**src/rtl/ntt_stage_sequencer.sv**
```systemverilog
// Address/control sequencer for an in-place radix-4/radix-2 NTT and INTT.
// Define NTT_SEQ_ABORT_EN to add the abort input.
module ntt_stage_sequencer #(
    parameter int LOG_N    = 9,
    parameter int NTT_LAT  = 7,
    parameter int INTT_LAT = 13
) (
    input  logic             clk,
    input  logic             rst,
    input  logic             start,
    input  logic             mode,
`ifdef NTT_SEQ_ABORT_EN
    input  logic             abort,
`endif
    output logic             busy,
    output logic             done,
    output logic [2:0]       stage,
    output logic             radix2,
    output logic [LOG_N-1:0] rd_addr0,
    output logic [LOG_N-1:0] rd_addr1,
    output logic [LOG_N-1:0] rd_addr2,
    output logic [LOG_N-1:0] rd_addr3,
    output logic             rd_en,
    output logic [LOG_N-1:0] wr_addr0,
    output logic [LOG_N-1:0] wr_addr1,
    output logic [LOG_N-1:0] wr_addr2,
    output logic [LOG_N-1:0] wr_addr3,
    output logic             wr_en,
    output logic [LOG_N-3:0] tf_index
);
    localparam int GW  = LOG_N - 2;
    localparam int N4  = 1 << GW;
    localparam int R4  = LOG_N / 2;
    localparam int ODD = LOG_N % 2;
    localparam int NS  = R4 + ODD;
    localparam int W   = 4 * LOG_N + 1;

    typedef enum logic [1:0] {IDLE, READ, DRAIN, DONE} state_t;

    state_t                  state_q, state_d;
    logic [GW-1:0]           g_q, g_d;
    logic [2:0]              stage_q, stage_d;
    logic [4:0]              cnt_q, cnt_d;
    logic [4:0]              lat_q, lat_d;
    logic                    mode_q, mode_d;
    logic                    abort_q, abort_d;
    logic                    busy_q, busy_d;
    logic                    done_q, done_d;
    logic                    radix2_q, radix2_d;
    logic                    rd_en_q, rd_en_d;
    logic [3:0][LOG_N-1:0]   rd_q, rd_d, addr;
    logic [GW-1:0]           tf_q, tf_d, tf;
    logic [W-1:0]            line_q [32];
    logic [W-1:0]            line_d [32];
    logic [W-1:0]            tap;
    logic                    abort_in;

`ifdef NTT_SEQ_ABORT_EN
    assign abort_in = abort;
`else
    assign abort_in = 1'b0;
`endif

    function automatic logic is_r2(input logic [2:0] s, input logic m);
        if (ODD == 0) return 1'b0;
        return m ? (s == 3'd0) : (s == 3'(R4));
    endfunction

    // Radix-4 stride exponent: NTT walks N/4 downwards, INTT walks 1 upwards.
    task automatic gen(
        input  logic [2:0]            s,
        input  logic                  m,
        input  logic [GW-1:0]         g,
        output logic [3:0][LOG_N-1:0] a,
        output logic [GW-1:0]         t
    );
        int k;
        logic [GW-1:0]    hi, lo;
        logic [LOG_N-1:0] b;
        k  = m ? 2 * (int'(s) - ODD) : GW - 2 * int'(s);
        if (k < 0) k = 0;
        hi = g >> k;
        lo = g & GW'((1 << k) - 1);
        b  = (LOG_N'(hi) << (k + 2)) | LOG_N'(lo);
        for (int i = 0; i < 4; i++) begin
            if (is_r2(s, m)) a[i] = (LOG_N'(g) << 2) + LOG_N'(i);
            else             a[i] = b + (LOG_N'(i) << k);
        end
        t = is_r2(s, m) ? g : hi;
    endtask

    always_comb begin
        state_d = state_q;
        g_d     = g_q;
        stage_d = stage_q;
        cnt_d   = cnt_q;
        lat_d   = lat_q;
        mode_d  = mode_q;
        abort_d = abort_q;
        unique case (state_q)
            IDLE: if (start) begin
                mode_d  = mode;
                lat_d   = mode ? 5'(INTT_LAT) : 5'(NTT_LAT);
                state_d = READ;
                g_d     = '0;
                stage_d = '0;
                abort_d = 1'b0;
            end
            READ: if (abort_in || g_q == GW'(N4 - 1)) begin
                state_d = DRAIN;
                cnt_d   = '0;
                abort_d = abort_in;
            end else begin
                g_d = g_q + 1'b1;
            end
            DRAIN: if (cnt_q == lat_q - 5'd1) begin
                if (abort_q || stage_q == 3'(NS - 1)) begin
                    state_d = abort_q ? IDLE : DONE;
                    stage_d = '0;
                end else begin
                    stage_d = stage_q + 3'd1;
                    g_d     = '0;
                    state_d = READ;
                end
            end else begin
                cnt_d = cnt_q + 5'd1;
            end
            DONE: state_d = IDLE;
            default: state_d = IDLE;
        endcase
        busy_d   = (state_d == READ) || (state_d == DRAIN);
        done_d   = (state_d == DONE);
        rd_en_d  = (state_d == READ);
        radix2_d = busy_d && is_r2(stage_d, mode_d);
        gen(stage_d, mode_d, g_d, addr, tf);
        rd_d = rd_en_d ? addr : '0;
        tf_d = rd_en_d ? tf : '0;
        line_d[0] = {rd_en_q, rd_q};
        for (int i = 1; i < 32; i++) line_d[i] = line_q[i-1];
    end

    always_ff @(posedge clk) begin
        if (rst) begin
            state_q  <= IDLE;
            g_q      <= '0;
            stage_q  <= '0;
            cnt_q    <= '0;
            lat_q    <= 5'(NTT_LAT);
            mode_q   <= 1'b0;
            abort_q  <= 1'b0;
            busy_q   <= 1'b0;
            done_q   <= 1'b0;
            radix2_q <= 1'b0;
            rd_en_q  <= 1'b0;
            rd_q     <= '0;
            tf_q     <= '0;
            for (int i = 0; i < 32; i++) line_q[i] <= '0;
        end else begin
            state_q  <= state_d;
            g_q      <= g_d;
            stage_q  <= stage_d;
            cnt_q    <= cnt_d;
            lat_q    <= lat_d;
            mode_q   <= mode_d;
            abort_q  <= abort_d;
            busy_q   <= busy_d;
            done_q   <= done_d;
            radix2_q <= radix2_d;
            rd_en_q  <= rd_en_d;
            rd_q     <= rd_d;
            tf_q     <= tf_d;
            for (int i = 0; i < 32; i++) line_q[i] <= line_d[i];
        end
    end

    assign tap      = line_q[lat_q - 5'd1];
    assign busy     = busy_q;
    assign done     = done_q;
    assign stage    = stage_q;
    assign radix2   = radix2_q;
    assign rd_en    = rd_en_q;
    assign rd_addr0 = rd_q[0];
    assign rd_addr1 = rd_q[1];
    assign rd_addr2 = rd_q[2];
    assign rd_addr3 = rd_q[3];
    assign tf_index = tf_q;
    assign wr_en    = tap[W-1];
    assign wr_addr0 = tap[LOG_N-1:0];
    assign wr_addr1 = tap[2*LOG_N-1:LOG_N];
    assign wr_addr2 = tap[3*LOG_N-1:2*LOG_N];
    assign wr_addr3 = tap[4*LOG_N-1:3*LOG_N];
endmodule
```
**config.mk**
```make
export PLATFORM = sky130hd
export DESIGN_NAME = ntt_stage_sequencer
export DESIGN_NICKNAME = d
export VERILOG_FILES = /design/src/rtl/ntt_stage_sequencer.sv
export SDC_FILE = /design/constraint.sdc
export NUM_CORES = 1
export LEC_CHECK = 0
export CAP_MARGIN = 10
export CORE_MARGIN = 8
export CORE_UTILIZATION = 40
export CTS_BUF_LIST = sky130_fd_sc_hd__clkbuf_8
export DETAILED_ROUTE_END_ITERATION = 16
export HOLD_SLACK_MARGIN = 0.03
export PLACE_DENSITY = 0.66
export SYNTH_ARGS = -nofsm -noshare
export SYNTH_HDL_FRONTEND = slang
export SYNTH_SLANG_ARGS = --single-unit
```
**constraint.sdc**
```tcl
create_clock -name clk -period 17.7 [get_ports clk]
set_input_delay 3.54 -clock clk [delete_from_list [all_inputs] [get_ports clk]]
set_output_delay 3.54 -clock clk [all_outputs]
set_load 0.01 [all_outputs]
```
======== Word-level counts from Yosys, hierarchy flattened ========
Memory sizes are Yosys's and may differ from the RTL's.
Cells that the tools add are included.
storage, ports and cells
  memory bits (writable) .................. 1,184
  register bits ........................... 71
  logic and storage cells ................. 168
  output and inout port bits .............. 87
  memories ................................ 1
  bits of input ports ..................... 4
operators by class
  mux-type cells .......................... 67
  shifts and indexed selects .............. 7
  eq/ne operators ......................... 13
  $add $sub $neg .......................... 15
  reductions and logical operators ........ 12
  bitwise operators ....................... 35
  $lt $le $gt $ge ......................... 1
memories
  memory  depth  bits a word  read ports  clocked after Yosys merged registers in  wr ports  RTL line  source
  line_q  32     37           32          0                                        32        53        logic [W-1:0] line_q [32];
operators with widths
  cell                   number
  $mux 37                32
  $mux 32                2
  $shl 1x32->9 const A   2
  $shl 2x32->9 const A   2
  $add 9x9->9            4
  $mux 9                 4
  $mux 7                 5
  $add 32x3->32 const B  1
  $lt 32x1->1 const B    1
  $or 1x1->1             32
  $shl 1x32->7 const A   1
  $shl 7x32->9           1
  $shr 7x32->7           1
  $pmux 7 s3             1
  $add 9x2->9 const B    2
  $mux 2                 5
  $mux 5                 2
  $pmux 5 s2             1
  $add 9x1->9 const B    1
  $mux 3                 3
  $or 9x7->9             1
  $eq 2x2->1 const B     4
  $mux 1                 8
  $pmux 2 s4             1
  other kinds (26)       33

======== Depth between registers and ports, before layout ========
  depth after elaboration ................. 15
  depth in mapped cells ................... 28
  depth with buffers taken out ............ 27

======== Worst setup path before layout ========
Ideal clock, no wire load.
  path kind ............................... input to register
  start ................................... input port start
  end ..................................... register rd_q (netlist bit rd_addr3[8])
  setup slack ............................. 9,562 ps
  cell stages on the path ................. 24
  arrival ................................. 8,017 ps
  setup time .............................. 121 ps
  buffers on the path ..................... 2
  cells stage by stage .................... mux2_2 > or2_2 > o211ai_2 > inv_2 > ha_1 > a41oi_4 > o21ai_4 > buf_2 > ha_1 > clkbuf_1 > o211ai_1 > inv_1 > a21oi_1 > inv_1 > fa_1 > a21o_1 > a21oi_1 > o21bai_1 > a21oi_1 > o21bai_1 > a21oi_1 > xor2_1 > xnor2_1 > o21ai_1
on the way
  cells in the longest elaborated chain, start to end .. 12
RTL lines
  what                                                                  RTL line  source
  start, declared                                                       10        input logic start,
  parallel branches: the longest is 12 deep, another holds $lt 32x1->1  n/a
  end signal, assigned                                                  170       rd_q <= rd_d;
  end, declared                                                         51        logic [3:0][LOG_N-1:0] rd_q, rd_d, addr;
Several ways; the timed one is not identified.
A chain may end at the register's enable or synchronous reset.

======== Worst setup path in the final report ========
Ends and elaborated chain as after synthesis.

==> summary.md <==
| Metric | Value |
|---|---|
| Crit path launch | start |
| Maxcap violations | 0 |
| Post-synthesis sequential area ratio | 60.6% |
| Core area | 48500 sq um |
| Worst hold path class | reg -> reg |
| Die X | 237 um |
| Ant diodes | 0 |
| Reg2reg start | cnt_q[2] |
| Largest net degree at the start of global routing | 117 |
| DP Cell Count | 2310 |
| Vias per cell | 4.54 |
| Pwr dens | 117 nW/um^2 |
| Slowest stage delay, CP | 0.53 ns |
| Drt pass-1 iters | 5 |
| Layout cells sized above 1 | 11.3% |
| CP Launch Type | input pin |
| Reg-to-reg endpoint | rd_addr3[8] |
| Flop and latch count out of synthesis | 590 |
| Mapped Area | 19500 sq um |
| CP most frequent cell | a21oi_1 |
| CTS tree | yes |
| Leakage power | 8.99 nW |
| Pre-CTS WS | 8.14 ns |
| Worst vdd ir | 0.0435 mV |
| Crit-path slowest cell | clkdlybuf4s50_1 |
| Total GRT Usage | 13.5% |
| Synth top area share | 60.6% |
| Final Hold Viols | 0 |
| Final-report max-slew violation count | 0 |
| Clock Latency Late Sink | 0.63 ns |
| Worst Hold End | line_q[9][31] |
| CTS clk-pin slew, worst paths | 0.06 ns |
| Most used DFF post-synth | dfxtp_1 |
| Flop-to-flop setup slack | 11.14 ns |
| Worst-path cell chain | clkdlybuf4s50_1 -> mux2_2 -> or2_2 -> o211ai_2 -> inv_2 -> a21oi_1 -> o21a_1 -> inv_1 -> ha_1 -> and2_0 -> or3_1 -> xnor2_1 -> o22ai_1 -> ha_1 -> a21oi_1 -> o21bai_1 -> a21oi_1 -> o21bai_1 -> a21oi_1 -> xor2_1 -> xnor2_1 -> o21ai_1 |
| GRT overflow | 0 |
| Fin crit period | 8.94 ns |
| Multi-input logic area | 6950 sq um |
| Final setup viols | 0 |
| CTS H-tree lvls | 3 |
| Syn. warnings | 0 |
| Post-Syn Instances | 1709 |
| Die Y | 237 um |
| Cts repair resizes | 0 |
| Setup TNS Final | 0 ns |
| Commonest cells after routing, fill and taps aside | 588 x dfxtp_1, 534 x nor2b_1, 118 x clkbuf_8 |
| Register area | 11800 sq um |
| Total number of vias | 11.2k |
| Syn Area/Cell | 11.4 sq um |
| RSZ-0062 raised after global routing | no |
| Final WL | 38.0 mm |
| Post-CTS Setup Bufs | 0 |
| WS Path Type | in -> reg |
| Synth Net Count | 1759 |
| Drt first-iter violations | 695 |
| Remaining DRCs | 0 |
| Dpl hpwl | 24.4 mm |
| Synth unique cells | 71 |
| Outcome | finished, final reports clean |
| Vias in the first global route | 11.1k |
| Synth area leader | dfxtp_1 |
| Final Instance Count excl. Fillers | 2474 |
| Worst r2r path cells | 24 |
| CTS Hold Bufs | 0 |
| Relative slew slack | 28.8% |
| Worst hold stages | 1 |
| Global-route wire length before repair | 61.2 mm |
| Number of port buffers | 90 |
| Hold_sp | line_q[8][31] |
| EDFF count, synth | 0 |
| Critical path arrival | 9.43 ns |
| Nets@finish | 1832 |
| Fillers | 4402 |
| Syn-to-layout area delta | 15.9% |
| Number of I/O pins | 91 |
| Critical Path Sink Type | flip-flop |
| CP required | 18.18 ns |
| Slew @ Worst Pin | 1.07 ns |
| Fraction of registers with async set/reset | 0% |
| Final Skew | 0.0179 ns |
| Ranking of synthesized cells by area | dfxtp_1 61%, nor2b_1 17%, mux4_2 4.0% |
| Post-route ant nets | 0 |
| Antenna violations before repair | 0 |
| Initial Utilization | 40.1% |
| CTS Buf Count | 92 |
| Core Rows | 81 |
| Most common cell after layout, fill and taps aside | dfxtp_1 |
| Final Cycle Share | 50.5% |
| Worst-path fanout max | 17 |
| Routed length per instance | 15.4 um |
| Die area | 56000 sq um |
| FMAX | 0.112 GHz |
| Maximum root-to-sink buffer count | 3 |
| Gpl congestion | 0.896 |
| Setup WS post-layout | 8.76 ns |
| Clock sinks | 590 |
| CTS Root Cell | clkbuf_8 |
-- worst max-delay path, delay by kind of cell --
kind,cells,cell delay (ns)
adders and majority gates,2,0.78
AOI/OAI and AO/OA,10,2.16
xor gates and xnor gates,3,0.48
buffers and inverters,3,1.10
and+or+nand+nor,3,1.00
muxes,1,0.35
-- final cells by class --
type / count / area share (%)
Clock buffer: 118 / 7.19
Clock inverter: 46 / 1.50
Inverter: 33 / 0.548
Multi-Input combinational cell: 967 / 30.8
Sequential cell: 590 / 52.3
Tap cell: 622 / 3.44
Timing Repair Buffer: 98 / 4.28
-- metrics by stage --
stage | hold slack, ns | cell area [sq um] | total power [W] | util [%]
global route | 0.442 | 22600 | 0.00276 | 46.5
CTS | 0.425 | 22600 | 0.00268 | 46.5
global placement | 0.416 | 20600 | 0.00150 | 42.5
floorplan | 0.414 | 19500 | 0.00147 | -
detailed placement | 0.420 | 20600 | 0.00150 | 42.5
finish | 0.420 | 22600 | 0.00264 | 46.5
-- kinds of logic after synthesis --
family	after synthesis	share of synthesized area [%]
muxes	43	4.47
AOI/OAI and AO/OA	162	5.85
buffers and inverters	152	3.74
and+or+nand+nor	686	20.9
DFF	590	60.6
xor gates and xnor gates	30	1.35
adders and majority gates	46	3.07
-- cells in the mapped netlist, types with 12 or more instances --
cell / count
dfxtp_1: 590
nor2b_1: 534
clkbuf_1: 68
nor2_1: 49
ha_1: 43
o21ai_0: 42
a21oi_1: 39
buf_4: 38
mux4_2: 35
nand2_1: 32
inv_1: 30
nand3_1: 18
xnor2_1: 18
nor3_1: 12
xor2_1: 12
-- layer usage --
metal | GRT usage, % | wire length [um] | up-vias
met2 | 20.0 | 16300 | 270
met1 | 18.2 | 18600 | 5235
li1 | - | - | 5656
met3 | 3.44 | 2060 | 81
met5 | 0 | 0 | -
met4 | 6.23 | 1050 | 0
-- flip-flops by register name, summed over array words and instances, names as in the netlist --
name	count
mode_q	1
line_q	525
busy	1
lat_q	2
done	1
rd_addr1	8
radix2	1
state_q	2
g_q	7
rd_addr2	8
rd_addr3	9
stage	3
cnt_q	5
tf_index	7
rd_en	1
rd_addr0	9
-- report_power, final --
group	switching, W	internal, W	total (W)
Sequential	0.00000688	0.00134	0.00135
Clock	0.000506	0.000660	0.00117
Combinational	0.0000815	0.0000430	0.000124
Total	0.000594	0.00204	0.00264
-- worst max-delay path by stage --
| stage | to | slack, ns | depth (start not counted) |
|---|---|---|---|
| final | rd_addr3[8] | 8.76 | 22 |
| after global routing | rd_addr3[8] | 8.35 | 22 |
| after CTS | rd_addr1[8] | 8.86 | 23 |
| after detailed placement | rd_addr1[8] | 8.14 | 23 |
| after global placement | rd_addr1[8] | 8.25 | 23 |
| after floorplan | rd_addr3[8] | 9.56 | 24 |
Power figures use the tool's default switching activity.
==> patch 1, RTL diff (config.mk and constraints unchanged) <==
The output `busy` loses its register stage (`busy_q` becomes a continuous assignment).
--- a/src/rtl/ntt_stage_sequencer.sv
+++ b/src/rtl/ntt_stage_sequencer.sv
@@ -149,5 +149,4 @@
             mode_q   <= 1'b0;
             abort_q  <= 1'b0;
-            busy_q   <= 1'b0;
             done_q   <= 1'b0;
             radix2_q <= 1'b0;
@@ -164,5 +163,4 @@
             mode_q   <= mode_d;
             abort_q  <= abort_d;
-            busy_q   <= busy_d;
             done_q   <= done_d;
             radix2_q <= radix2_d;
@@ -173,4 +171,6 @@
         end
     end
+
+    assign busy_q = busy_d;
 
     assign tap      = line_q[lat_q - 5'd1];
Check against the original RTL: not settled (the Yosys comparison gave no result); the edit may change what the design does.
==> patch 1 against the unedited design <==
Wire length increased by 6.6%; sequential cell count is 1 lower; non-clock buffer count is 1 higher; clock skew rose by 0.0095 ns; synthesized area grew 2.2%; design area increased by 1.8%; total power about the same; critical path depth fell by 16; critical path type is now input pin to output pin; setup slack worse by 0.085 ns; synthesized cell count grew 3.3%; die area is 2.1% higher.
==> patch 1: results (changes against the unedited design) <==
Status:
- The run finished with clean final reports.

Power and ir drop:
- The leakage power summed over all cells is 0.00916 uW (+1.9%).
- The cell-internal power is 2010 uW (-1.5%).
- The proportion of power drawn by the clock network is 0.430 (-0.012).
- The worst supply voltage drop on vdd came to 0.0603 mV (+39%).

Cells and area:
- The share of post-route cells with drive strength above 1 is 0.118 (+0.00554).
- The cell area after layout is 23000 um^2 (+1.8%).
- The area of all sequential standard cells is 11800 um^2 (-0.17%).
- The share of cell area taken by multi-input logic gates is 0.321 (+0.0130).
- The layout buffer count excluding clock buffers is 99 (+1.0%).
- The share of final layout cell area taken by non-clock buffers is 0.0423 (-0.000441).
- The net count of the finished layout is 1884 (+2.8%).
- The multi-input combinational cell count is 1020 (+5.5%).
- The filler cell count in the final layout is 4549 (+3.3%).
- The clock buffer instance count of the final layout came to 114 (-3.4%).

GRT:
- The initial antenna violation count is 1 (+1).
- The total global routing track utilization is 0.142 (+0.00757).
- The global-route track usage on met3 came to 0.0348 (+0.000413).
- The met2 routing resource usage after global routing is 0.213 (+0.0137).
- The global-route wire length before repair is 64900 um (+6.1%).

Placement:
- The global placement routability congestion is 0.914 (+2.0%).
- The HPWL after detailed placement is 26600 um (+9.0%).
- The post-place instance area is 21100 um^2 (+2.3%).

Setup path:
- The endpoint arrival time on the critical path came to 5.49 ns (-3.94 ns).
- The reg-to-reg critical path startpoint is state_q[0]$_SDFF_PP0_.
- The worst register-to-register path ends at rd_addr1[8]$_SDFF_PP0_.
- The depth of the worst register-to-register path is 25 (+4.2%).
- The maximum fanout count along the critical path is 7 (-10).

Hold path:
- The startpoint of the lowest-slack hold path is line_q[3][17]$_SDFF_PP0_.
- The endpoint of the worst hold-timing path is line_q[4][17]$_SDFF_PP0_.

Synth:
- The average footprint of a synthesized cell was 11.3 um^2 (-1.1%).
- By area the synthesized netlist is led by dfxtp_1 (59%), nor2b_1 (17%), mux4_2 (4.0%), ha_1 (2.6%), buf_4 (1.5%).
- The net count after synthesis is 1814 (+3.1%).
- The share of the yosys chip area belonging to registers was 0.592 (-0.0142).

STA:
- The worst hold slack came to 0.420 ns (-0.000675 ns).
- The final clock skew is 0.0275 ns (+0.00954 ns).
- The worst-case headroom to the max-slew limit is 0.278 (-0.00938).

Detailed routing:
- The met3 wirelength from detailed routing was 2140 um (+4.2%).
- The detailed-route wire length was 40600 um (+6.6%).
- The number of design-rule violations left by the first detailed-router iteration is 725 (+4.3%).
- The routed metal-1 wirelength is 19700 um (+5.9%).
- The total number of vias is 11800 (+5.0%).
==> patch 1: cell count changes after synthesis, moves of 5 or more <==
cell	before	now
and2_1	8	19
a21oi_1	39	30
a31oi_1	4	13
nand2_1	32	40
a211oi_1	0	6
clkbuf_1	68	73
o21bai_1	10	5
or2_2	1	6
==> patch 1: cell families after synthesis <==
kind of cell	synth area share
AO/OA/AOI/OAI	0.0628
buffers and inverters	0.0381
multiplexers	0.0468
XOR/XNOR	0.0156
flip-flops	0.592
adder cells (fa/ha/maj)	0.0293
AND/OR/NAND/NOR	0.216
==> patch 1: per-stage QoR <==
step	power [uW]	instances	setup WS, ns
3_3_place_gp	1530	2405	8.21
2_1_floorplan	1490	1766	9.61
4_1_cts	2680	2573	8.65
3_5_place_dp	1530	2405	8.22
6_report	2640	2573	8.67
5_1_grt	2760	2573	8.45
==> patch 1: critical path, stage by stage <==
cell and delay (ns):
clkdlybuf4s50_1 0.52, nor2b_1 0.28, a21oi_1 0.16, ha_1 0.37
inv_1 0.08, clkdlybuf4s50_1 0.53
==> patch 2, RTL diff (config.mk and constraints unchanged) <==
Made on the original files. `LOG_N`: 9 -> 10.
--- a/src/rtl/ntt_stage_sequencer.sv
+++ b/src/rtl/ntt_stage_sequencer.sv
@@ -2,5 +2,5 @@
 // Define NTT_SEQ_ABORT_EN to add the abort input.
 module ntt_stage_sequencer #(
-    parameter int LOG_N    = 9,
+    parameter int LOG_N    = 10,
     parameter int NTT_LAT  = 7,
     parameter int INTT_LAT = 13
Interface: changed (9 resized); port bits go from 91 to 100. No check against the original RTL was run, so the function may have changed too.
==> patch 2 against the unedited design <==
Via count increased by 3.2%; first-iteration DRC count shrank 15%; wire length is 1.6% higher; critical path type unchanged; total power up 9.3%; design area grew 7.5%; clock power rose by 13%; highest routed layer unchanged; clock skew up 0.020 ns; setup slack gained 0.045 ns; sequential cell count grew 65; critical endpoint is now rd_addr3[9]$_SDFF_PP0_; synthesized area up 7.0%.
==> patch 2: results (changes against the unedited design) <==
STA:
- The hold violation total from the final report came to 0 (unchanged).
- The actual transition at the worst max-transition pin was 1.02 ns (-0.0510 ns).
- The final clock skew is 0.0381 ns (+0.0201 ns).

Placement:
- The HPWL after detailed placement is 24600 um (+0.93%).
- The count of input and output buffers is 98 (+8.9%).
- The worst setup slack after placement is 8.18 ns (+0.0437 ns).
- The global placement routability congestion is 0.863 (-3.7%).

Cells and area:
- The filler cell count in the final layout came to 4665 (+6.0%).
- The net count of the finished layout was 1896 (+3.5%).
- The share of post-route cells with drive strength above 1 is 0.120 (+0.00758).
- The flip-flop count of the largest register, all copies and words added was 585 (+11%).

Setup path:
- The maximum fanout count along the critical path was 12 (-5).

Detailed routing:
- The number of search-and-repair iterations in the first detailed-routing pass is 6 (+1).
- The number of design-rule violations left by the first detailed-router iteration is 594 (-15%).
- The total number of vias is 11600 (+3.2%).
- The wire length per cell after detailed routing came to 14.7 um (-4.2%).

GRT:
- The global-route track usage on met3 is 0.0338 (-0.000619).
- The global-route wire length before repair was 62300 um (+1.8%).
- The initial antenna violation count was 1 (+1).
- The number of global-route vias before repair is 11600 (+4.0%).
- The met1 global-route usage was 0.174 (-0.00782).
- The pin count of the biggest net entering global routing is 142 (+21%).
- The total global routing track utilization is 0.129 (-0.00612).
- The met2 routing resource usage after global routing came to 0.191 (-0.00927).

Synth:
- The fraction of registers with async set/reset is 0 (unchanged).
- After synthesis, the most frequently instantiated cells are dfxtp_1 (655), nor2b_1 (592), clkbuf_1 (82), nor2_1 (74), buf_4 (43).
- The distinct cell type count of the synthesized netlist is 76 (+7.0%).
- By area the synthesized netlist is led by dfxtp_1 (63%), nor2b_1 (18%), mux4_2 (4.2%), buf_4 (1.5%), clkbuf_1 (1.5%).
- The net count after synthesis is 1821 (+3.5%).
- The share of the yosys chip area belonging to registers is 0.629 (+0.0228).

Power and ir drop:
- The worst supply voltage drop on vdd came to 0.0586 mV (+35%).
- The leakage power summed over all cells is 0.00949 uW (+5.6%).

Clocking:
- The number of buffers created by CTS was 101 (+9.8%).
- The insertion delay of the later-clocked pin in the worst-skew pair is 0.68 ns (+0.05 ns).

Status:
- The flow ran to the end, and the final reports show no timing, DRC or antenna violations.
==> patch 2: cells by family after synthesis <==
group                    share of synthesized area
AND/OR/NAND/NOR                              0.220
flip-flops                                   0.629
buffers and inverters                       0.0372
AO/OA/AOI/OAI                               0.0395
multiplexers                                0.0493
adder cells (fa/ha/maj)                     0.0154
XOR/XNOR                                   0.00966
other                                     0.000180
==> patch 2: path summary, 6_finish.rpt <==
check | start | to | slack, ns | depth (start not counted)
setup / recovery | start | rd_addr3[9]$_SDFF_PP0_ | 8.80 | 24
hold reg to reg | line_q[8][17]$_SDFF_PP0_ | line_q[9][17]$_SDFF_PP0_ | 0.41 | 1
setup reg to reg | cnt_q[2]$_SDFFE_PP0P_ | rd_addr3[9]$_SDFF_PP0_ | 11.27 | 24
hold / removal | line_q[8][17]$_SDFF_PP0_ | line_q[9][17]$_SDFF_PP0_ | 0.41 | 1
==> patch 2: stage by stage <==
stage	power (uW)	util	instance area [um^2]	instances
after detailed placement	1600	0.429	22100	2444
after CTS	2930	0.472	24300	2623
after floorplan	1580	-	20900	1792
final	2880	0.472	24300	2624
after global placement	1600	0.429	22100	2444
after global routing	3010	0.472	24300	2624
==> patch 2: cell type report <==
type	instances	area, um^2	share of cell area
Antenna cell	1	2.50	0.000103
Clock buffer	130	1790	0.0737
Clock inverter	49	414	0.0171
Inverter	22	85.1	0.00350
Multi-Input combinational cell	979	6960	0.287
Sequential cell	655	13100	0.540
Tap cell	680	851	0.0350
Timing Repair Buffer	108	1060	0.0437
==> patch 2: power by group <==
part           leakage, uW  total [uW]  switching (uW)  internal, uW
Combinational      0.00298        78.3            53.3          25.0
Clock              0.00123        1320             564           751
Sequential         0.00528        1490            6.21          1480
==> patch 2: critical path, cell delays in order <==
cell	delay, ns
clkdlybuf4s50_1	0.53
or3b_1	0.53
nand3_1	0.14
nand2_1	0.08
inv_1	0.14
ha_1	0.22
nor3_1	0.07
o31a_1	0.40
nor2_1	0.63
ha_1	0.46
nand2_1	0.23
nor3_2	0.12
a221oi_2	0.40
inv_1	0.14
ha_1	0.41
a21oi_1	0.25
o21bai_1	0.09
a21oi_1	0.25
o21bai_1	0.10
a21oi_1	0.22
o21bai_1	0.10
a21oi_1	0.18
xnor2_1	0.14
nor2_1	0.05
==> patch 2: per-layer routing <==
layer | vias up | wire length [um]
met5 | - | 0
met4 | 0 | 1100
met3 | 87 | 2110
met2 | 263 | 16400
met1 | 5369 | 19100
li1 | 5885 | -
